$ cat config.mk
export PLATFORM = sky130hd
export DESIGN_NAME = pipe_hazard_ctrl
export DESIGN_NICKNAME = d
export VERILOG_FILES = /design/src/rtl/pipe_pkg.sv /design/src/rtl/pipe_hazard_ctrl_hazard_detect.sv /design/src/rtl/pipe_hazard_ctrl.sv
export SDC_FILE = /design/constraint.sdc
export NUM_CORES = 1
export LEC_CHECK = 0
export BUFFER_PORTS_ARGS = -buffer_cell sky130_fd_sc_hd__buf_2
export CORE_MARGIN = 1
export CORE_UTILIZATION = 35
export CTS_CLUSTER_SIZE = 10
export DETAILED_ROUTE_END_ITERATION = 10
export PLACE_DENSITY = 0.62
export RECOVER_POWER = 25
export SETUP_SLACK_MARGIN = 0.5
export SLEW_MARGIN = 0
export SYNTH_ARGS = -nofsm -noshare
export SYNTH_HDL_FRONTEND = slang
export SYNTH_SLANG_ARGS = --single-unit
$ cat constraint.sdc
create_clock -name clk -period 3 [get_ports clk]
set_input_delay 0.15 -clock clk [delete_from_list [all_inputs] [get_ports clk]]
set_output_delay 0.15 -clock clk [all_outputs]
set_load 0.05 [all_outputs]
$ cat src/rtl/pipe_pkg.sv
// rtl/pipe_pkg.sv - shared types and constants for the pipeline hazard controller
//
// Purpose: stage record layout, forwarding select encodings, stall-cause
// enumeration and the forwarding priority helper used by pipe_hazard_ctrl.
// Ports: none (package).

package pipe_pkg;

  // Register-address width held in stage records. The top zero-extends its
  // AW-wide addresses into this field, so AW must not exceed RA_W.
  localparam int RA_W = 8;

  typedef struct packed {
    logic            valid;
    logic [RA_W-1:0] rd;
    logic [RA_W-1:0] rs;
    logic [RA_W-1:0] rt;
    logic            use_rs;
    logic            use_rt;
    logic            regwrite;
    logic            memread;
    logic            memwrite;
  } stage_tag_t;

  localparam logic [1:0] FWD_RF  = 2'b00;
  localparam logic [1:0] FWD_MEM = 2'b01;
  localparam logic [1:0] FWD_WB  = 2'b10;

  typedef enum logic [2:0] {
    NONE,
    LOADUSE,
    RAW,
    EXBUSY,
    MEMWAIT
  } stall_cause_t;

  // MEM wins over WB, but a load in MEM has no data yet, so it cannot forward.
  function automatic logic [1:0] fwd_pick(logic mem_dep, logic mem_is_load, logic wb_dep);
    if (mem_dep && !mem_is_load) return FWD_MEM;
    else if (wb_dep)             return FWD_WB;
    else                         return FWD_RF;
  endfunction

endpackage

$ cat src/rtl/pipe_hazard_ctrl_hazard_detect.sv
// rtl/pipe_hazard_ctrl_hazard_detect.sv - single producer/consumer register dependency comparator
//
// Purpose: flags that a consumer operand depends on the result of a producer
// stage. Register 0 never creates a dependency.
// Ports:
//   valid_i     producer stage holds a real instruction
//   regwrite_i  producer writes the register file
//   rd_i        producer destination register
//   reg_i       consumer source register
//   use_i       consumer actually reads reg_i
//   dep_o       dependency present

module hazard_detect #(
  parameter int AW = 5
) (
  input  logic          valid_i,
  input  logic          regwrite_i,
  input  logic [AW-1:0] rd_i,
  input  logic [AW-1:0] reg_i,
  input  logic          use_i,
  output logic          dep_o
);

  assign dep_o = valid_i & regwrite_i & use_i & (reg_i != '0) & (rd_i == reg_i);

endmodule

$ cat src/rtl/pipe_hazard_ctrl.sv
// rtl/pipe_hazard_ctrl.sv - stall/flush/bubble/forwarding control for a 5-stage pipeline
//
// Purpose: tracks EX/MEM/WB instruction records and derives pipeline register
// enables, bubbles, operand forwarding and register-file write control.
// Ports:
//   clk, rst                          clock, synchronous active-high reset
//   id_valid, id_rs, id_rt            ID instruction and its source registers
//   id_use_rs, id_use_rt              ID reads rs / rt
//   id_rd, id_regwrite                ID destination and write flag
//   id_memread, id_memwrite           ID is a load / store
//   id_branch_taken                   branch resolved taken in ID
//   ex_busy, dmem_ready               multi-cycle EX busy, data memory done
//   pc_en, ifid_en, ifid_flush        front-end control
//   idex_en, exmem_en, memwb_en       pipeline register enables
//   idex_bubble, exmem_bubble,
//   memwb_bubble                      pipeline register bubble inserts
//   fwd_a, fwd_b                      EX operand source selects
//   wb_en, wb_rd                      register file write port control
//   stall_cnt                         saturating count of stalled cycles

module pipe_hazard_ctrl
  import pipe_pkg::*;
#(
  parameter int AW     = 5,
  parameter int FWD_EN = 1,
  parameter int CNT_W  = 16
) (
  input  logic             clk,
  input  logic             rst,
  input  logic             id_valid,
  input  logic [AW-1:0]    id_rs,
  input  logic [AW-1:0]    id_rt,
  input  logic             id_use_rs,
  input  logic             id_use_rt,
  input  logic [AW-1:0]    id_rd,
  input  logic             id_regwrite,
  input  logic             id_memread,
  input  logic             id_memwrite,
  input  logic             id_branch_taken,
  input  logic             ex_busy,
  input  logic             dmem_ready,
  output logic             pc_en,
  output logic             ifid_en,
  output logic             ifid_flush,
  output logic             idex_en,
  output logic             exmem_en,
  output logic             memwb_en,
  output logic             idex_bubble,
  output logic             exmem_bubble,
  output logic             memwb_bubble,
  output logic [1:0]       fwd_a,
  output logic [1:0]       fwd_b,
  output logic             wb_en,
  output logic [AW-1:0]    wb_rd,
  output logic [CNT_W-1:0] stall_cnt
);

  stage_tag_t id_tag;
  stage_tag_t ex_q, ex_d, mem_q, mem_d, wb_q, wb_d;
  logic [CNT_W-1:0] stall_cnt_q, stall_cnt_d;
  stall_cause_t cause;

  always_comb begin
    id_tag          = '0;
    id_tag.valid    = id_valid;
    id_tag.rd       = RA_W'(id_rd);
    id_tag.rs       = RA_W'(id_rs);
    id_tag.rt       = RA_W'(id_rt);
    id_tag.use_rs   = id_use_rs;
    id_tag.use_rt   = id_use_rt;
    id_tag.regwrite = id_regwrite;
    id_tag.memread  = id_memread;
    id_tag.memwrite = id_memwrite;
  end

  // Producer view of the three tracked stages: index 0 = EX, 1 = MEM, 2 = WB.
  logic [2:0]      src_valid, src_regwrite;
  logic [RA_W-1:0] src_rd [3];

  assign src_valid    = {wb_q.valid, mem_q.valid, ex_q.valid};
  assign src_regwrite = {wb_q.regwrite, mem_q.regwrite, ex_q.regwrite};
  assign src_rd[0]    = ex_q.rd;
  assign src_rd[1]    = mem_q.rd;
  assign src_rd[2]    = wb_q.rd;

  logic [2:0] dep_id_rs, dep_id_rt;
  logic [1:0] dep_ex_rs, dep_ex_rt;

  // ID operands against EX, MEM and WB producers.
  for (genvar s = 0; s < 3; s++) begin : g_id_dep
    hazard_detect #(.AW(RA_W)) u_rs (
      .valid_i    (src_valid[s]),
      .regwrite_i (src_regwrite[s]),
      .rd_i       (src_rd[s]),
      .reg_i      (id_tag.rs),
      .use_i      (id_tag.use_rs),
      .dep_o      (dep_id_rs[s])
    );
    hazard_detect #(.AW(RA_W)) u_rt (
      .valid_i    (src_valid[s]),
      .regwrite_i (src_regwrite[s]),
      .rd_i       (src_rd[s]),
      .reg_i      (id_tag.rt),
      .use_i      (id_tag.use_rt),
      .dep_o      (dep_id_rt[s])
    );
  end

  // EX operands against MEM and WB producers, for forwarding.
  for (genvar s = 1; s < 3; s++) begin : g_ex_dep
    hazard_detect #(.AW(RA_W)) u_rs (
      .valid_i    (src_valid[s]),
      .regwrite_i (src_regwrite[s]),
      .rd_i       (src_rd[s]),
      .reg_i      (ex_q.rs),
      .use_i      (ex_q.use_rs),
      .dep_o      (dep_ex_rs[s-1])
    );
    hazard_detect #(.AW(RA_W)) u_rt (
      .valid_i    (src_valid[s]),
      .regwrite_i (src_regwrite[s]),
      .rd_i       (src_rd[s]),
      .reg_i      (ex_q.rt),
      .use_i      (ex_q.use_rt),
      .dep_o      (dep_ex_rt[s-1])
    );
  end

  logic mem_stall, ex_stall, load_stall, raw_stall;

  assign mem_stall  = mem_q.valid & (mem_q.memread | mem_q.memwrite) & ~dmem_ready;
  assign ex_stall   = ex_q.valid & ex_busy;
  assign load_stall = id_valid & ex_q.memread & (dep_id_rs[0] | dep_id_rt[0]);
  // Without forwarding the register file is not write-through, so even a WB
  // producer must drain before ID can read its operands.
  assign raw_stall  = (FWD_EN == 0) && id_valid && ((|dep_id_rs) || (|dep_id_rt));

  always_comb begin
    cause = NONE;
    if (mem_stall)       cause = MEMWAIT;
    else if (ex_stall)   cause = EXBUSY;
    else if (load_stall) cause = LOADUSE;
    else if (raw_stall)  cause = RAW;
  end

  always_comb begin
    pc_en        = 1'b1;
    ifid_en      = 1'b1;
    idex_en      = 1'b1;
    exmem_en     = 1'b1;
    memwb_en     = 1'b1;
    idex_bubble  = 1'b0;
    exmem_bubble = 1'b0;
    memwb_bubble = 1'b0;
    unique case (cause)
      MEMWAIT: begin
        pc_en        = 1'b0;
        ifid_en      = 1'b0;
        idex_en      = 1'b0;
        exmem_en     = 1'b0;
        memwb_bubble = 1'b1;
      end
      EXBUSY: begin
        pc_en        = 1'b0;
        ifid_en      = 1'b0;
        idex_en      = 1'b0;
        exmem_bubble = 1'b1;
      end
      LOADUSE, RAW: begin
        pc_en        = 1'b0;
        ifid_en      = 1'b0;
        idex_bubble  = 1'b1;
      end
      default: ;
    endcase
    // A stalled branch is simply re-presented by ID next cycle; only an
    // advancing branch squashes the fetched instruction.
    ifid_flush = (cause == NONE) & id_branch_taken;

    if (rst) begin
      pc_en        = 1'b0;
      ifid_en      = 1'b0;
      idex_en      = 1'b0;
      exmem_en     = 1'b0;
      memwb_en     = 1'b0;
      ifid_flush   = 1'b1;
      idex_bubble  = 1'b1;
      exmem_bubble = 1'b1;
      memwb_bubble = 1'b1;
    end
  end

  always_comb begin
    fwd_a = FWD_RF;
    fwd_b = FWD_RF;
    if (FWD_EN != 0 && !rst) begin
      fwd_a = fwd_pick(dep_ex_rs[0], mem_q.memread, dep_ex_rs[1]);
      fwd_b = fwd_pick(dep_ex_rt[0], mem_q.memread, dep_ex_rt[1]);
    end
  end

  assign wb_en     = ~rst & wb_q.valid & wb_q.regwrite & (wb_q.rd != '0);
  assign wb_rd     = rst ? '0 : wb_q.rd[AW-1:0];
  assign stall_cnt = stall_cnt_q;

  always_comb begin
    ex_d  = ex_q;
    mem_d = mem_q;
    wb_d  = wb_q;
    if (idex_en)  ex_d  = idex_bubble  ? stage_tag_t'('0) : id_tag;
    if (exmem_en) mem_d = exmem_bubble ? stage_tag_t'('0) : ex_q;
    if (memwb_en) wb_d  = memwb_bubble ? stage_tag_t'('0) : mem_q;

    stall_cnt_d = stall_cnt_q;
    if (cause != NONE && stall_cnt_q != '1) stall_cnt_d = stall_cnt_q + CNT_W'(1);
  end

  always_ff @(posedge clk) begin
    if (rst) begin
      ex_q        <= '0;
      mem_q       <= '0;
      wb_q        <= '0;
      stall_cnt_q <= '0;
    end else begin
      ex_q        <= ex_d;
      mem_q       <= mem_d;
      wb_q        <= wb_d;
      stall_cnt_q <= stall_cnt_d;
    end
  end

  // Records carry every field through all stages; later stages only look at
  // some of them.
  logic unused_tag_bits;
  assign unused_tag_bits = ^{ex_q, mem_q, wb_q};

endmodule

==> Yosys cells after proc, flatten, opt, wreduce, memory -nomap -nowiden <==
Index checks and enable logic that the tools add are counted.
{ "word_totals": {"reg_bits": 68, "in_bits": 26, "word_cells": 105} }
{ "classes": {"n_addsub": 1, "eq_ne": 11, "muxes": 26, "bitwise": 34, "n_reduce_logical": 15} }
{ "op_table": {"columns": ["op", "n"], "rows": [
  ["$mux W30", 2],
  ["$reduce_bool A8 Y1", 5],
  ["$eq A8 B8 Y1", 4],
  ["$and A1 B1 Y1", 30],
  ["$add A16 B1 Y16 const B", 1],
  ["$eq A8 B5 Y1", 2],
  ["$ne A16 B16 Y1 const B", 1],
  ["$mux W1", 15],
  ["$mux W2", 7],
  ["$eq A3 B2 Y1 const B", 2],
  ["$reduce_or A2 Y1", 3],
  ["$mux W5", 1],
  ["$reduce_or A4 Y1", 1],
  ["$eq A3 B1 Y1 const B", 1],
  ["$eq A3 B3 Y1 const B", 1],
  ["$logic_and A1 B1 Y1", 3],
  ["$logic_not A3 Y1", 1],
  ["$mux W3", 1],
  ["$reduce_bool A3 Y1", 1],
  ["$not A1 Y1", 2],
  ["$or A1 B1 Y1", 2],
  ["$logic_not A1 Y1", 1]
]} }

==> Longest topological paths before layout <==
Gate-level depths: netlist of run 1.
{ "logic_depth": {"ltp_word": 14, "depth_mapped": 7, "ltp_nobuf": 7} }

==> Cells and area by module <==
A second synthesis of run 1 with hierarchy kept.
{ "hier_totals": {"cells_unflattened": 304, "area_unflattened_um2": 2806.4} }
{ "modules_own_cells": {"columns": ["module", "n_inst", "cells_per_inst", "area_per_inst_um2", "seq_area_each_um2"], "rows": [
  ["pipe_hazard_ctrl", 1, 220, 2145.8, 1061.0],
  ["hazard_detect", 6, 14, 110.1, 0.0]
]} }

==> Worst setup path after synthesis of run 1 <==
OpenSTA, ideal clock, no wires.
{ "synth_timing": {"path_kind": "register to output", "from": "register ex_q[14] (netlist name)", "to": "output port fwd_a[1]", "t_arrival_ns": 2.478, "slack_ns": 0.372, "path_stages_with_launch": 4, "path_cell_list": "dfxtp_1 xor2_1 or4_1 nor4_1"} }
{ "synth_via": {"elab_chain_cells": 6} }
{ "synth_lines": {"columns": ["item", "line", "rtl"], "rows": [
  ["start: declaration", "pipe_hazard_ctrl.sv:59", "stage_tag_t ex_q, ex_d, mem_q, mem_d, wb_q, wb_d;"],
  ["start signal: assignment", "pipe_hazard_ctrl.sv:220", "ex_q <= '0;"],
  ["start signal: assignment", "pipe_hazard_ctrl.sv:225", "ex_q <= ex_d;"],
  ["$reduce_bool A8 Y1", "pipe_hazard_ctrl_hazard_detect.sv:24", "assign dep_o = valid_i & regwrite_i & use_i & (reg_i != '0) & (rd_i == reg_i);"],
  ["$and A1 B1 Y1 (2 in series)", "pipe_hazard_ctrl_hazard_detect.sv:24", null],
  ["$mux W2 or $logic_and A1 B1 Y1 (tied branches)", "pipe_pkg.sv:40, pipe_pkg.sv:39", null],
  ["$mux W2 *", "pipe_pkg.sv:39", "if (mem_dep && !mem_is_load) return FWD_MEM;"],
  ["$mux W2 *", "pipe_hazard_ctrl.sv:196", "if (FWD_EN != 0 && !rst) begin"],
  ["end: declaration", "pipe_hazard_ctrl.sv:51", "output logic [1:0] fwd_a,"]
]} }
Every way passes the cells marked *; elsewhere a longest branch is shown, timed or not.

==> Worst setup path in the final report of run 1 <==
{ "layout_timing": {"from": "register mem_q[29] (netlist name)", "to": "output port ifid_en"} }
{ "layout_via": {"elab_chain_cells": 7} }
{ "layout_lines": {"columns": ["item", "line", "rtl"], "rows": [
  ["start: declaration", "pipe_hazard_ctrl.sv:59", null],
  ["start signal: assignment", "pipe_hazard_ctrl.sv:226", "mem_q <= mem_d;"],
  ["$and A1 B1 Y1 * (2 in series)", "pipe_hazard_ctrl.sv:131", "assign mem_stall = mem_q.valid & (mem_q.memread | mem_q.memwrite) & ~dmem_ready;"],
  ["$mux W3 *", "pipe_hazard_ctrl.sv:140", "if (mem_stall) cause = MEMWAIT;"],
  ["$eq A3 B3 Y1, or another cell as far along", "pipe_hazard_ctrl.sv:155", "unique case (cause)"],
  ["$reduce_or A4 Y1 (no line) *", null, null],
  ["$mux W1 *", "pipe_hazard_ctrl.sv:155", null],
  ["$mux W1 *", "pipe_hazard_ctrl.sv:180", "if (rst) begin"],
  ["end: declaration", "pipe_hazard_ctrl.sv:43", "output logic ifid_en,"]
]} }
Marks and branches as above.

==> PnR_summary.wiki, run 1 <==
{| class="wikitable"
! Metric !! Value
|-
| Peak Freq || 435.5 MHz
|-
| Overall power of the completed layout || 1.406 mW
|-
| Post-synth ARST share || 0%
|-
| Syn Nets || 330
|-
| Root Buffer || sky130_fd_sc_hd__clkbuf_8
|-
| Fin crit period || 2.296 ns
|-
| Count of different cell masters after synthesis || 52
|-
| Most frequent cell after synthesis || sky130_fd_sc_hd__dfxtp_1
|-
| Yosys top cell area share || 38.28%
|-
| DR iter-0 viols || 105
|-
| Detailed-route DRC error count || 1
|-
| Status || finished, violations left
|-
| Period utilization || 76.55%
|-
| Number of storage elements in the synthesis netlist || 53
|-
| Unrepaired setup endpoints after global routing || false
|-
| Headroom to the max-slew limit || 58.29%
|-
| Classification of the worst setup path || reg -> out
|-
| Post-Route Skew || 0.008587 ns
|-
| Worst-case hold path end point || ex_q[23]
|-
| Die X || 90.99 µm
|-
| Setup Total Neg Slack || 0 ns
|-
| PwrDens || 429.7 nW/µm²
|-
| Final number of setup-violating endpoints || 0
|-
| Number of nets still failing antenna checks after routing || 0
|-
| Chain of cells forming the critical path || and2b_1 -> o21ai_0 -> clkbuf_1 -> and3_1 -> and2_4 -> clkbuf_4
|-
| R2R Path End || stall_cnt[12]
|-
| Maximum fanout count along the critical path || 16
|-
| Layout overhead on the synthesized area || 18.10%
|-
| Req. time, crit path || 2.85 ns
|-
| Fraction of final layout cells sized beyond drive strength 1 || 23.69%
|-
| Number of vias in the routed layout || 2388
|-
| Placer Congestion || 0.8656
|-
| Detailed-route vias per instance || 5.135
|-
| Initial antenna violation count || 0
|-
| Number of buffers and inverters on the critical path || 2
|-
| Proportion of synthesized chip area in sequential cells || 38.28%
|-
| Insertion delay of the later-clocked pin in the worst-skew pair || 0.31 ns
|-
| Launching point of the worst reg2reg path || stall_cnt[0]
|-
| TritonCTS clock tree || done
|-
| Global-route wire length before repair || 11210 µm
|-
| Net Sw Power || 399.3 µW
|-
| Mean Syn Cell Area || 9.147 µm²
|-
| # IOs || 61
|-
| Starting density of the core || 36.05%
|-
| TritonCTS buffer count || 5
|-
| Via count of the first global-routing pass || 2223
|-
| Clock group share of total power || 31.1%
|-
| Worst hold stages || 2
|-
| Antenna cell count || 0
|-
| Std-Cell Rows || 32
|-
| Total die area || 8278 µm²
|-
| Relative contribution of sequential cells to total power || 54.8%
|-
| Wire per inst || 14.52 µm
|-
| Cell type with the highest aggregate area in the netlist || sky130_fd_sc_hd__dfxtp_1
|-
| Count of final hold-check violations || 0
|-
| Register-to-Register Setup Slack || 0.89 ns
|-
| Violated checks || DRC
|-
| Number of pins exceeding their max-slew limit in the final report || 0
|-
| Router iterations before antenna repair || 7
|-
| Slew at the pin closest to its max-slew limit || 0.6284 ns
|-
| DPL Wire Length || 5028 µm
|-
| Synthesized instance count || 303
|-
| Path class of the lowest-slack min-delay path || in -> reg
|-
| Element type at the critical path end || output pin
|-
| Routed wire length || 6754 µm
|-
| Area of combinational cells with multiple inputs || 1638 µm²
|-
| Worst R2R Path Depth || 7
|-
| Int Pwr || 1.007 mW
|-
| Worst vdd rail ir drop || 0.2300 mV
|-
| Total routing usage reported by global routing || 16.90%
|-
| Largest cells by area after synthesis || sky130_fd_sc_hd__dfxtp_1 38%, sky130_fd_sc_hd__xnor2_1 7.6%, sky130_fd_sc_hd__a22o_1 6.6%
|-
| Number of enable flip-flop cells after synthesis || 0
|-
| Fin nets || 389
|-
| H-tree depth reported by CTS || 2
|-
| Die span in y || 90.99 µm
|-
| CP Data Arrival Time || 2.15 ns
|-
| Buffers from clock root to sink, at most || 2
|-
| Kind of cell adding the most delay to the critical path || buffers and inverters
|-
| Sw Ratio || 28.40%
|-
| Clock transition at path regs || 0.10 ns
|-
| Combinational group share of total power || 14.1%
|-
| Total grt overflow || 0
|-
| Critical Path Source Type || flip-flop
|-
| CP max stage delay || 0.48 ns
|-
| Core ar. || 7687 µm²
|-
| Slowest cell on crit path || sky130_fd_sc_hd__clkbuf_1
|-
| HP Start || id_rd[2]
|-
| P_leak || 1.298 nW
|-
| Ranking of synthesized cells by instance count || 53 x sky130_fd_sc_hd__dfxtp_1, 26 x sky130_fd_sc_hd__nor2_1, 24 x sky130_fd_sc_hd__xnor2_1
|-
| Port-buffer cells || 60
|-
| Clock sinks || 53
|-
| Sequential cell area || 1061 µm²
|-
| Area of the mapped netlist || 2771 µm²
|-
| Max-capacitance violation count || 0
|-
| Maximum number of pins on one net before global-route repair || 47
|-
| Fill cell total of the finished layout || 804
|-
| Most used DFF post-synth || sky130_fd_sc_hd__dfxtp_1
|-
| Warning count from the yosys run || 0
|}
-- repair_timing --
item | 4_1_cts | 5_1_grt
endpoints found under the setup margin | 2 | 3
hold buffers | 0 | 0
resized for setup | 1 | 4
buffers inserted | 0 | 0
-- stage by stage --
step                instances  hold WS [ns]  area (µm²)  util (%)  setup WS [ns]
finish                    465       0.04494        3273     42.58         0.7036
global route              465       0.04143        3273     42.58         0.5070
CTS                       465       0.03142        3281     42.68         0.5706
detailed placement        457        0.3688        3181     41.37         0.8086
global placement          457        0.3649        3181     41.37         0.8438
floorplan                 303        0.2826        2778         -         0.6370
-- per-layer routing --
metal	up-vias	wire (µm)	global-route usage, %
li1	1214	-	-
met1	1114	3433	24.06
met2	52	3024	26.01
met3	8	182	2.513
met4	0	114	5.688
met5	-	0	0
-- cell families after synthesis --
group	synth area share [%]
and+or+nand+nor	25.19
buffers and inverters	3.205
AOI/OAI and AO/OA	16.52
muxes	6.862
xor gates and xnor gates	9.481
DFF	38.28
adders and majority gates	0.4514
-- cell type report --
type                       count  share of cell area [%]
timing repair buffer          67                   10.28
sequential                    53                   32.42
tap                          102                   3.899
clock inverter                 2                  0.4969
multi-input combinational    232                   50.04
clock buffer                   6                   2.523
inverter                       3                  0.3440
-- sequential cells by signal, summed over array words and instances (netlist names) --
register,flops
ex_q,21
stall_cnt,16
mem_q,9
src_rd,5
src_regwrite,1
src_valid,1
-- worst register-to-register path, delay by kind of cell, from the launching register on --
kind | cells | cell delay, ns
AND/OR/NAND/NOR | 4 | 0.84
flip-flops | 1 | 0.40
multiplexers | 1 | 0.35
adder cells (fa/ha/maj) | 1 | 0.22
AO/OA/AOI/OAI | 1 | 0.21
-- layout by cell type (no fill, tap or decap), types with 6 or more instances in the layout --
master / Yosys / routed
sky130_fd_sc_hd__xor2_1: 6 / 6
sky130_fd_sc_hd__clkbuf_8: 0 / 6
sky130_fd_sc_hd__nand3_1: 13 / 13
sky130_fd_sc_hd__a22o_1: 21 / 21
sky130_fd_sc_hd__a21oi_1: 10 / 10
sky130_fd_sc_hd__nand2_1: 23 / 23
sky130_fd_sc_hd__buf_4: 3 / 6
sky130_fd_sc_hd__nor2b_1: 19 / 19
sky130_fd_sc_hd__buf_2: 2 / 44
sky130_fd_sc_hd__dfxtp_1: 53 / 53
sky130_fd_sc_hd__and3_1: 10 / 10
sky130_fd_sc_hd__xnor2_1: 24 / 24
sky130_fd_sc_hd__nand4_1: 12 / 12
sky130_fd_sc_hd__o21ai_0: 6 / 7
sky130_fd_sc_hd__mux2_4: 6 / 6
sky130_fd_sc_hd__clkbuf_1: 8 / 15
sky130_fd_sc_hd__nor2_1: 26 / 26
-- power by group through the flow --
stage	Sequential (mW)	Combinational, mW	Clock, mW
4_1_cts	0.770	0.198	0.455
2_1_floorplan	0.778	0.143	0
5_1_grt	0.776	0.217	0.476
3_5_place_dp	0.787	0.197	0
6_report	0.771	0.198	0.437
3_3_place_gp	0.786	0.193	0
-- how the worst max path moves through the flow --
stage / from / end / slack [ns] / cells after the start
floorplan: ex_q[21] / idex_bubble / 0.64 / 6
global placement: ex_q[21] / pc_en / 0.84 / 7
detailed placement: ex_q[21] / pc_en / 0.81 / 7
CTS: mem_q[29] / ifid_flush / 0.57 / 6
global route: mem_q[29] / pc_en / 0.51 / 6
finish: mem_q[29] / ifid_en / 0.70 / 6
Power figures use the tool's default switching activity.
==> run 2: changes to the inputs <==
==> constraint.sdc (replaced) <==
create_clock -name clk -period 2.2 [get_ports clk]
set_input_delay 0.11 -clock clk [delete_from_list [all_inputs] [get_ports clk]]
set_output_delay 0.11 -clock clk [all_outputs]
set_load 0.05 [all_outputs]
==> run 2 against run 1 <==
  * Clock power is 49% higher
  * Clock-buffer cell count rose by 1
  * Critical endpoint is now ifid_flush
  * The flow now finishes without violations
  * Worst setup slack got worse by 0.49 ns
  * Final cell count grew 4.1%
  * Critical path depth grew 2
  * Sequential power is 34% higher
==> PnR_summary.wiki, run 2 (synthesized netlist as in run 1, its figures left out) <==
{| class="wikitable"
! Metric !! Value
|-
| Status || finished clean (was finished, violations left)
|-
| PwrDens || 526.7 nW/µm² (was 429.7 nW/µm²)
|-
| Register-to-Register Setup Slack || 0.22 ns (was 0.89 ns)
|-
| Port-buffer cells || 60 (unchanged)
|-
| Number of nets still failing antenna checks after routing || 0 (unchanged)
|-
| Critical Path Source Type || flip-flop (unchanged)
|-
| Total routing usage reported by global routing || 19.18% (was 16.90%)
|-
| Final number of setup-violating endpoints || 0 (unchanged)
|-
| HP Start || id_regwrite (was id_rd[2])
|-
| Setup Total Neg Slack || 0 ns (unchanged)
|-
| Global-route wire length before repair || 12560 µm (was 11210 µm)
|-
| Fin util || 50.16% (was 42.58%)
|-
| Final design instance area without fill || 3856 µm² (was 3273 µm²)
|-
| TritonCTS clock tree || done (unchanged)
|-
| # IOs || 61 (unchanged)
|-
| Launching point of the worst reg2reg path || ex_q[23] (was stall_cnt[0])
|-
| H-tree depth reported by CTS || 2 (unchanged)
|-
| R2R Path End || stall_cnt[6] (was stall_cnt[12])
|-
| Headroom to the max-slew limit || 60.12% (was 58.29%)
|-
| Router iterations before antenna repair || 4 (was 7)
|-
| Worst slack, placed || 0.1720 ns (was 0.8086 ns)
|-
| Routed wl met2 || 3725 µm (was 3024 µm)
|-
| Placer Congestion || 0.8954 (was 0.8656)
|-
| Clock sinks || 53 (unchanged)
|-
| Detailed-route DRC error count || 0 (was 1)
|-
| DR iter-0 viols || 86 (was 105)
|-
| Commonest non-fill, non-tap cell in the layout || sky130_fd_sc_hd__buf_2 (was sky130_fd_sc_hd__dfxtp_1)
|-
| Highest Signal Layer || met4 (unchanged)
|-
| P_leak || 1.514 nW (was 1.298 nW)
|-
| Classification of the worst setup path || reg -> out (unchanged)
|-
| Post-Route Skew || 0.009848 ns (was 0.008587 ns)
|-
| Slowest cell on crit path || sky130_fd_sc_hd__dfxtp_4 (was sky130_fd_sc_hd__clkbuf_1)
|-
| Element type at the critical path end || output pin (unchanged)
|-
| Clock transition at path regs || 0.10 ns (about the same)
|-
| Met3 routed wirelength || 284 µm (was 182 µm)
|-
| Worst-case hold path end point || ex_q[2] (was ex_q[23])
|-
| Root Buffer || sky130_fd_sc_hd__clkbuf_8 (unchanged)
|-
| Maximum number of pins on one net before global-route repair || 47 (unchanged)
|-
| Wire per inst || 15.60 µm (was 14.52 µm)
|-
| Register with the most flip-flops || ex_q (unchanged)
|-
| Routed wire length || 7551 µm (was 6754 µm)
|-
| Number of vias in the routed layout || 2557 (was 2388)
|-
| Layout overhead on the synthesized area || 39.14% (was 18.10%)
|-
| Most used cells in the layout excluding fill and tap cells || 33 x sky130_fd_sc_hd__buf_2, 25 x sky130_fd_sc_hd__buf_4, 23 x sky130_fd_sc_hd__nor2_1, 23 x sky130_fd_sc_hd__dfxtp_1 (was 53 x sky130_fd_sc_hd__dfxtp_1, 44 x sky130_fd_sc_hd__buf_2, 26 x sky130_fd_sc_hd__nor2_1, 24 x sky130_fd_sc_hd__xnor2_1, 23 x sky130_fd_sc_hd__nand2_1)
|-
| Fin nets || 408 (was 389)
|-
| Post-route met1 wirelength || 3417 µm (was 3433 µm)
|-
| Worst setup slack after layout || 0.2092 ns (was 0.7036 ns)
|-
| CP max stage delay || 0.38 ns (was 0.48 ns)
|-
| Fin crit period || 1.991 ns
|-
| Setup crit start || ex_q[21] (was mem_q[29])
|-
| Count of final hold-check violations || 0 (unchanged)
|-
| Total die area || 8278 µm² (unchanged)
|-
| DPL Wire Length || 5394 µm (was 5028 µm)
|-
| Insertion delay of the later-clocked pin in the worst-skew pair || 0.31 ns (about the same)
|-
| Number of pins exceeding their max-slew limit in the final report || 0 (unchanged)
|-
| Antenna cell count || 0 (unchanged)
|-
| Slew at the pin closest to its max-slew limit || 0.6008 ns (was 0.6284 ns)
|-
| Worst vdd rail ir drop || 0.2982 mV (was 0.2300 mV)
|-
| Core ar. || 7687 µm² (unchanged)
|-
| Period utilization || 90.49%
|-
| Path class of the lowest-slack min-delay path || in -> reg (unchanged)
|-
| Overall power of the completed layout || 2.031 mW (was 1.406 mW)
|-
| CP Data Arrival Time || 1.88 ns (was 2.15 ns)
|-
| Worst hold stages || 2 (unchanged)
|-
| Starting density of the core || 36.05% (unchanged)
|-
| Req. time, crit path || 2.09 ns (was 2.85 ns)
|-
| Initial antenna violation count || 0 (unchanged)
|-
| Die X || 90.99 µm (unchanged)
|-
| Total grt overflow || 0 (unchanged)
|-
| Detailed-route vias per instance || 5.283 (was 5.135)
|-
| Maximum fanout count along the critical path || 12 (was 16)
|-
| Peak Freq || 502.3 MHz
|-
| TritonCTS buffer count || 5 (unchanged)
|-
| Buffers from clock root to sink, at most || 2 (unchanged)
|-
| Cell Count Post-Placement || 460 (was 457)
|-
| Fraction of final layout cells sized beyond drive strength 1 || 44.76% (was 23.69%)
|-
| Final Hold Slack || 0.01168 ns (was 0.04494 ns)
|-
| Chain of cells forming the critical path || or2_4 -> nor4_4 -> nor3_2 -> o21ai_2 -> buf_12 -> nand3_1 -> nand2_2 -> buf_6 (was and2b_1 -> o21ai_0 -> clkbuf_1 -> and3_1 -> and2_4 -> clkbuf_4)
|-
| Max-capacitance violation count || 0 (unchanged)
|-
| Die span in y || 90.99 µm (unchanged)
|-
| Cell Count, Final, Fillers Out || 484 (was 465)
|-
| Standard cell area after detailed placement || 3405 µm² (was 3181 µm²)
|-
| Unrepaired setup endpoints after global routing || true (was false)
|-
| Via count of the first global-routing pass || 2472 (was 2223)
|-
| Flip-flop count of the largest register after layout || 21 (unchanged)
|-
| Std-Cell Rows || 32 (unchanged)
|-
| Worst R2R Path Depth || 7 (unchanged)
|}
run 2: timing repair:
item / in CTS / in global routing
setup endpoints to repair: 46 / 48
hold endpoints to repair: 0 / 0
hold buffers: 0 / 0
resized for setup: 50 / 19
cloned: 2 / 0
pin swaps: 16 / 17
setup buffers: 14 / 0
run 2: power by group:
part / internal (mW) / total, mW / switching, mW / leakage [nW]
registers: 0.982 / 1.03 / 0.0529 / 0.453
logic: 0.154 / 0.343 / 0.189 / 1.00
clock network: 0.326 / 0.653 / 0.328 / 0.0599
run 2: critical path, delay by kind of cell (launching register included):
kind	cells	cell delay, ns
AND/OR/NAND/NOR	5	0.70
flip-flops	1	0.38
buffers and inverters	2	0.31
AO/OA/AOI/OAI	1	0.18
run 2: worst max-delay path by stage:
stage                         endpoint  slack, ns  depth (start not counted)
after floorplan               fwd_a[1]       0.17                          3
after global placement    stall_cnt[9]       0.21                          7
after detailed placement  stall_cnt[9]       0.17                          7
after CTS                   ifid_flush       0.19                          8
after global routing        ifid_flush       0.09                          8
final                       ifid_flush       0.21                          8
run 2: layout make-up:
cell class,instances,area [µm²]
multi-input cells,234,1926
clock inverters,1,6.256
fillers,736,3831
well taps,102,127.6
flip-flops and latches,53,1151
repair buffers,84,526.8
inverters,3,11.26
clock buffers,7,107.6
run 2: per-layer routing:
layer / track usage, % / vias to the layer above
li1: - / 1250
met1: 24.57 / 1233
met2: 33.02 / 62
met3: 3.183 / 12
met4: 5.688 / 0
met5: 0 / -
==> run 3: changes to the inputs <==
--- a/config.mk
+++ b/config.mk
@@ -5,12 +5,13 @@
 export SDC_FILE = /design/constraint.sdc
 export NUM_CORES = 1
 export LEC_CHECK = 0
+export ABC_AREA = 1
 export BUFFER_PORTS_ARGS = -buffer_cell sky130_fd_sc_hd__buf_2
 export CORE_MARGIN = 1
 export CORE_UTILIZATION = 35
 export CTS_CLUSTER_SIZE = 10
 export DETAILED_ROUTE_END_ITERATION = 10
-export PLACE_DENSITY = 0.62
+export PLACE_DENSITY = 0.61
 export RECOVER_POWER = 25
 export SETUP_SLACK_MARGIN = 0.5
 export SLEW_MARGIN = 0
==> run 3 against run 2 <==
  * Worst setup slack improved by 0.084 ns
  * Maximum frequency rose by 4.4%
  * Clock power is 18% higher
  * Non-clock buffer count up 4
  * Sequential power about the same
  * Synthesized area up 6.4%
  * Final cell count increased by 27%
  * Largest power group unchanged
  * Global-route usage is 0.51 points higher
  * Clock skew fell by 0.0024 ns
  * Die area up 6.2%
  * Critical endpoint unchanged
  * First-iteration DRC count rose by 43%
==> PnR_summary.wiki, run 3 <==
{| class="wikitable"
! Metric !! Value
|-
| Status || finished clean (unchanged)
|-
| Classification of the worst setup path || reg -> out (unchanged)
|-
| Clock transition at path regs || 0.10 ns (about the same)
|-
| Post-synthesis compound-gate area fraction || 12.73% (was 16.52%)
|-
| Register with the most flip-flops || ex_q (unchanged)
|-
| Number of buffers and inverters on the critical path || 3 (was 2)
|-
| TritonCTS clock tree || done (unchanged)
|-
| Warning count from the yosys run || 0 (unchanged)
|-
| Setup Total Neg Slack || 0 ns (unchanged)
|-
| Critical Path Source Type || flip-flop (unchanged)
|-
| Register-to-Register Setup Slack || 0.39 ns (was 0.22 ns)
|-
| Worst vdd rail ir drop || 0.4058 mV (was 0.2982 mV)
|-
| Ranking of synthesized cells by instance count || 103 x sky130_fd_sc_hd__nand2_1, 53 x sky130_fd_sc_hd__dfxtp_1, 50 x sky130_fd_sc_hd__nand3_1 (was 53 x sky130_fd_sc_hd__dfxtp_1, 26 x sky130_fd_sc_hd__nor2_1, 24 x sky130_fd_sc_hd__xnor2_1)
|-
| Core ar. || 8175 µm² (was 7687 µm²)
|-
| Hold Buf Count CTS || 0 (unchanged)
|-
| Clock sinks || 53 (unchanged)
|-
| M1 GR Usage || 23.54% (was 24.57%)
|-
| Multiplexer share of the synthesized area || 0% (was 6.862%)
|-
| HP Start || id_rd[4] (was id_regwrite)
|-
| Fin crit period || 1.907 ns (was 1.991 ns)
|-
| Syn Nets || 460 (was 330)
|-
| Number of vias in the routed layout || 3153 (was 2557)
|-
| Maximum fanout count along the critical path || 29 (was 12)
|-
| Most used routing layer || met2 (unchanged)
|-
| Final design instance area without fill || 4093 µm² (was 3856 µm²)
|-
| Setup crit start || mem_q[1] (was ex_q[21])
|-
| Insertion delay of the later-clocked pin in the worst-skew pair || 0.30 ns (was 0.31 ns)
|-
| Synthesized instance count || 433 (was 303)
|-
| Wire per inst || 14.08 µm (was 15.60 µm)
|-
| Buffers from clock root to sink, at most || 2 (unchanged)
|-
| Commonest non-fill, non-tap cell in the layout || sky130_fd_sc_hd__nand2_1 (was sky130_fd_sc_hd__buf_2)
|-
| H-tree depth reported by CTS || 2 (unchanged)
|-
| Number of enable flip-flop cells after synthesis || 0 (unchanged)
|-
| Routed wire length || 8690 µm (was 7551 µm)
|-
| PwrDens || 539.4 nW/µm² (was 526.7 nW/µm²)
|-
| Overall power of the completed layout || 2.208 mW (was 2.031 mW)
|-
| Req. time, crit path || 2.09 ns (about the same)
|-
| Period utilization || 86.67% (was 90.49%)
|-
| Fraction of met2 tracks used by global routing || 35.89% (was 33.02%)
|-
| P_leak || 1.787 nW (was 1.514 nW)
|-
| Die X || 93.78 µm (was 90.99 µm)
|-
| Post-synth ARST share || 0% (unchanged)
|-
| Count of different cell masters after synthesis || 36 (was 52)
|-
| Largest cells by area after synthesis || sky130_fd_sc_hd__dfxtp_1 36%, sky130_fd_sc_hd__nand2_1 13%, sky130_fd_sc_hd__nand3_1 8.5% (was sky130_fd_sc_hd__dfxtp_1 38%, sky130_fd_sc_hd__xnor2_1 7.6%, sky130_fd_sc_hd__a22o_1 6.6%)
|-
| Std-Cell Rows || 33 (was 32)
|-
| # IOs || 61 (unchanged)
|-
| Root Buffer || sky130_fd_sc_hd__clkbuf_8 (unchanged)
|-
| Cell type with the highest aggregate area in the netlist || sky130_fd_sc_hd__dfxtp_1 (unchanged)
|-
| CP max stage delay || 0.38 ns (about the same)
|-
| Mean Syn Cell Area || 6.808 µm² (was 9.147 µm²)
|-
| Total die area || 8794 µm² (was 8278 µm²)
|-
| Share of synthesized cell area in and, or, nand and nor gates || 34.42% (was 25.19%)
|-
| Flip-flop count of the largest register after layout || 21 (unchanged)
|-
| Max-capacitance violation count || 0 (unchanged)
|-
| Number of pins exceeding their max-slew limit in the final report || 0 (unchanged)
|-
| Most used DFF post-synth || sky130_fd_sc_hd__dfxtp_1 (unchanged)
|-
| Port-buffer cells || 60 (unchanged)
|-
| Via count of the first global-routing pass || 2860 (was 2472)
|-
| Die span in y || 93.78 µm (was 90.99 µm)
|-
| Starting density of the core || 36.06% (was 36.05%)
|-
| Detailed-route DRC error count || 0 (unchanged)
|-
| Dominant combinational cell family by area after synthesis || simple AND/OR/NAND/NOR gates (unchanged)
|-
| Placer Congestion || 0.8516 (was 0.8954)
|-
| Kind of cell adding the most delay to the critical path || buffers and inverters (was simple AND/OR/NAND/NOR gates)
|-
| TritonCTS buffer count || 5 (unchanged)
|-
| Detailed-route vias per instance || 5.110 (was 5.283)
|-
| Post-Route Skew || 0.007482 ns (was 0.009848 ns)
|-
| Final number of setup-violating endpoints || 0 (unchanged)
|-
| Element type at the critical path end || output pin (unchanged)
|-
| Antenna cell count || 0 (unchanged)
|-
| Total routing usage reported by global routing || 19.69% (was 19.18%)
|-
| Path class of the lowest-slack min-delay path || in -> reg (unchanged)
|-
| Count of final hold-check violations || 0 (unchanged)
|-
| Launching point of the worst reg2reg path || stall_cnt[1] (was ex_q[23])
|-
| Yosys top cell area share || 35.99% (was 38.28%)
|-
| Router iterations before antenna repair || 4 (unchanged)
|-
| Most frequent cell after synthesis || sky130_fd_sc_hd__nand2_1 (was sky130_fd_sc_hd__dfxtp_1)
|-
| Most used cells in the layout excluding fill and tap cells || 90 x sky130_fd_sc_hd__nand2_1, 44 x sky130_fd_sc_hd__nand3_1, 40 x sky130_fd_sc_hd__inv_1, 36 x sky130_fd_sc_hd__nor2_1, 33 x sky130_fd_sc_hd__buf_2 (was 33 x sky130_fd_sc_hd__buf_2, 25 x sky130_fd_sc_hd__buf_4, 23 x sky130_fd_sc_hd__nor2_1, 23 x sky130_fd_sc_hd__dfxtp_1)
|-
| Slew at the pin closest to its max-slew limit || 1.358 ns (was 0.6008 ns)
|-
| Global-route wire length before repair || 13660 µm (was 12560 µm)
|-
| Headroom to the max-slew limit || 9.495% (was 60.12%)
|-
| Xor and xnor fraction of the mapped netlist area || 6.537% (was 9.481%)
|-
| Proportion of synthesized chip area in sequential cells || 35.99% (was 38.28%)
|-
| Maximum number of pins on one net before global-route repair || 55 (was 47)
|-
| DR iter-0 viols || 123 (was 86)
|-
| Chain of cells forming the critical path || o21ai_0 -> nand2_2 -> inv_4 -> buf_12 -> nand3_2 -> nand2_2 -> buf_6 (was or2_4 -> nor4_4 -> nor3_2 -> o21ai_2 -> buf_12 -> nand3_1 -> nand2_2 -> buf_6)
|-
| Initial antenna violation count || 0 (unchanged)
|-
| Area of the mapped netlist || 2948 µm² (was 2771 µm²)
|-
| Layout overhead on the synthesized area || 38.84% (was 39.14%)
|-
| Total grt overflow || 0 (unchanged)
|-
| Standard cell area after detailed placement || 3422 µm² (was 3405 µm²)
|-
| Fin nets || 538 (was 408)
|-
| Slowest cell on crit path || sky130_fd_sc_hd__o21ai_0 (was sky130_fd_sc_hd__dfxtp_4)
|-
| Fraction of final layout cells sized beyond drive strength 1 || 34.18% (was 44.76%)
|-
| Unrepaired setup endpoints after global routing || true (unchanged)
|-
| Cell type with the highest occurrence count on the critical path || sky130_fd_sc_hd__nand2_2
|-
| DPL Wire Length || 5765 µm (was 5394 µm)
|-
| Number of nets still failing antenna checks after routing || 0 (unchanged)
|-
| Post-Synth Adder-Cell Area || 0.4244% (was 0.4515%)
|-
| CP Data Arrival Time || 1.80 ns (was 1.88 ns)
|-
| Met3 GRT Util || 2.994% (was 3.183%)
|-
| Number of storage elements in the synthesis netlist || 53 (unchanged)
|-
| Peak Freq || 524.4 MHz (was 502.3 MHz)
|-
| Fill cell total of the finished layout || 826 (was 736)
|}
==> run 3: final timing paths <==
path	to	depth (start not counted)
worst max-delay path	ifid_flush	7
worst max register to register	stall_cnt[2]	9
worst min-delay path	ex_q[25]	3
worst min register to register	ex_q[0]	2
==> run 3: cell type report <==
| class | count | area [µm²] | area share, % |
|---|---|---|---|
| inverter | 50 | 195.2 | 4.769 |
| clock buffer | 5 | 68.82 | 1.681 |
| clock inverter | 3 | 65.06 | 1.590 |
| multi-input combinational | 313 | 1849 | 45.18 |
| timing repair buffer | 88 | 668.1 | 16.33 |
| sequential | 53 | 1115 | 27.24 |
| tap | 105 | 131.4 | 3.210 |
==> run 3: logic make-up (layout without fill, tap and decap cells) <==
group | count (synthesis) | in the layout
DFF | 53 | 53
buffers and inverters | 68 | 146
and+or+nand+nor | 226 | 227
AOI/OAI and AO/OA | 63 | 63
xor gates and xnor gates | 22 | 22
adders and majority gates | 1 | 1
==> run 3: timing repair <==
action                     4_1_cts  5_1_grt
setup endpoints to repair       25       49
buffers inserted                13        3
resized for setup               58       46
pin swaps                        9       13
gates cloned                     4        1
==> run 3: per-stage QoR <==
stage | hold WS [ns] | util (%) | setup WS [ns] | std cells
4_1_cts | 0.05551 | 48.24 | 0.3478 | 613
6_report | 0.04816 | 50.06 | 0.2932 | 617
3_5_place_dp | 0.3813 | 41.86 | 0.3567 | 588
2_1_floorplan | 0.2657 | - | 0.08092 | 433
5_1_grt | 0.03788 | 50.06 | 0.1667 | 617
3_3_place_gp | 0.3760 | 41.86 | 0.4043 | 588
==> run 3: per-layer routing <==
| metal | up-vias | part of all wire (%) |
|---|---|---|
| met3 | 14 | 3.8 |
| met4 | 0 | 1.9 |
| met2 | 86 | 52 |
| met1 | 1490 | 42 |
| li1 | 1563 | - |
| met5 | - | 0 |
==> run 3: worst register-to-register path, cell delays in order (launching register included) <==
cell	delay [ns]
sky130_fd_sc_hd__dfxtp_4	0.37
sky130_fd_sc_hd__ha_4	0.14
sky130_fd_sc_hd__nand2_4	0.06
sky130_fd_sc_hd__nor3b_4	0.20
sky130_fd_sc_hd__nand2_1	0.08
sky130_fd_sc_hd__or3_4	0.41
sky130_fd_sc_hd__buf_12	0.18
sky130_fd_sc_hd__nand2_8	0.11
sky130_fd_sc_hd__nand2_1	0.08
sky130_fd_sc_hd__a21oi_2	0.11
==> run 3: report_power, final <==
part / switching (mW) / internal [mW]
Combinational: 0.242 / 0.143
Sequential: 0.0518 / 1.00
Clock: 0.316 / 0.452
Total: 0.610 / 1.60
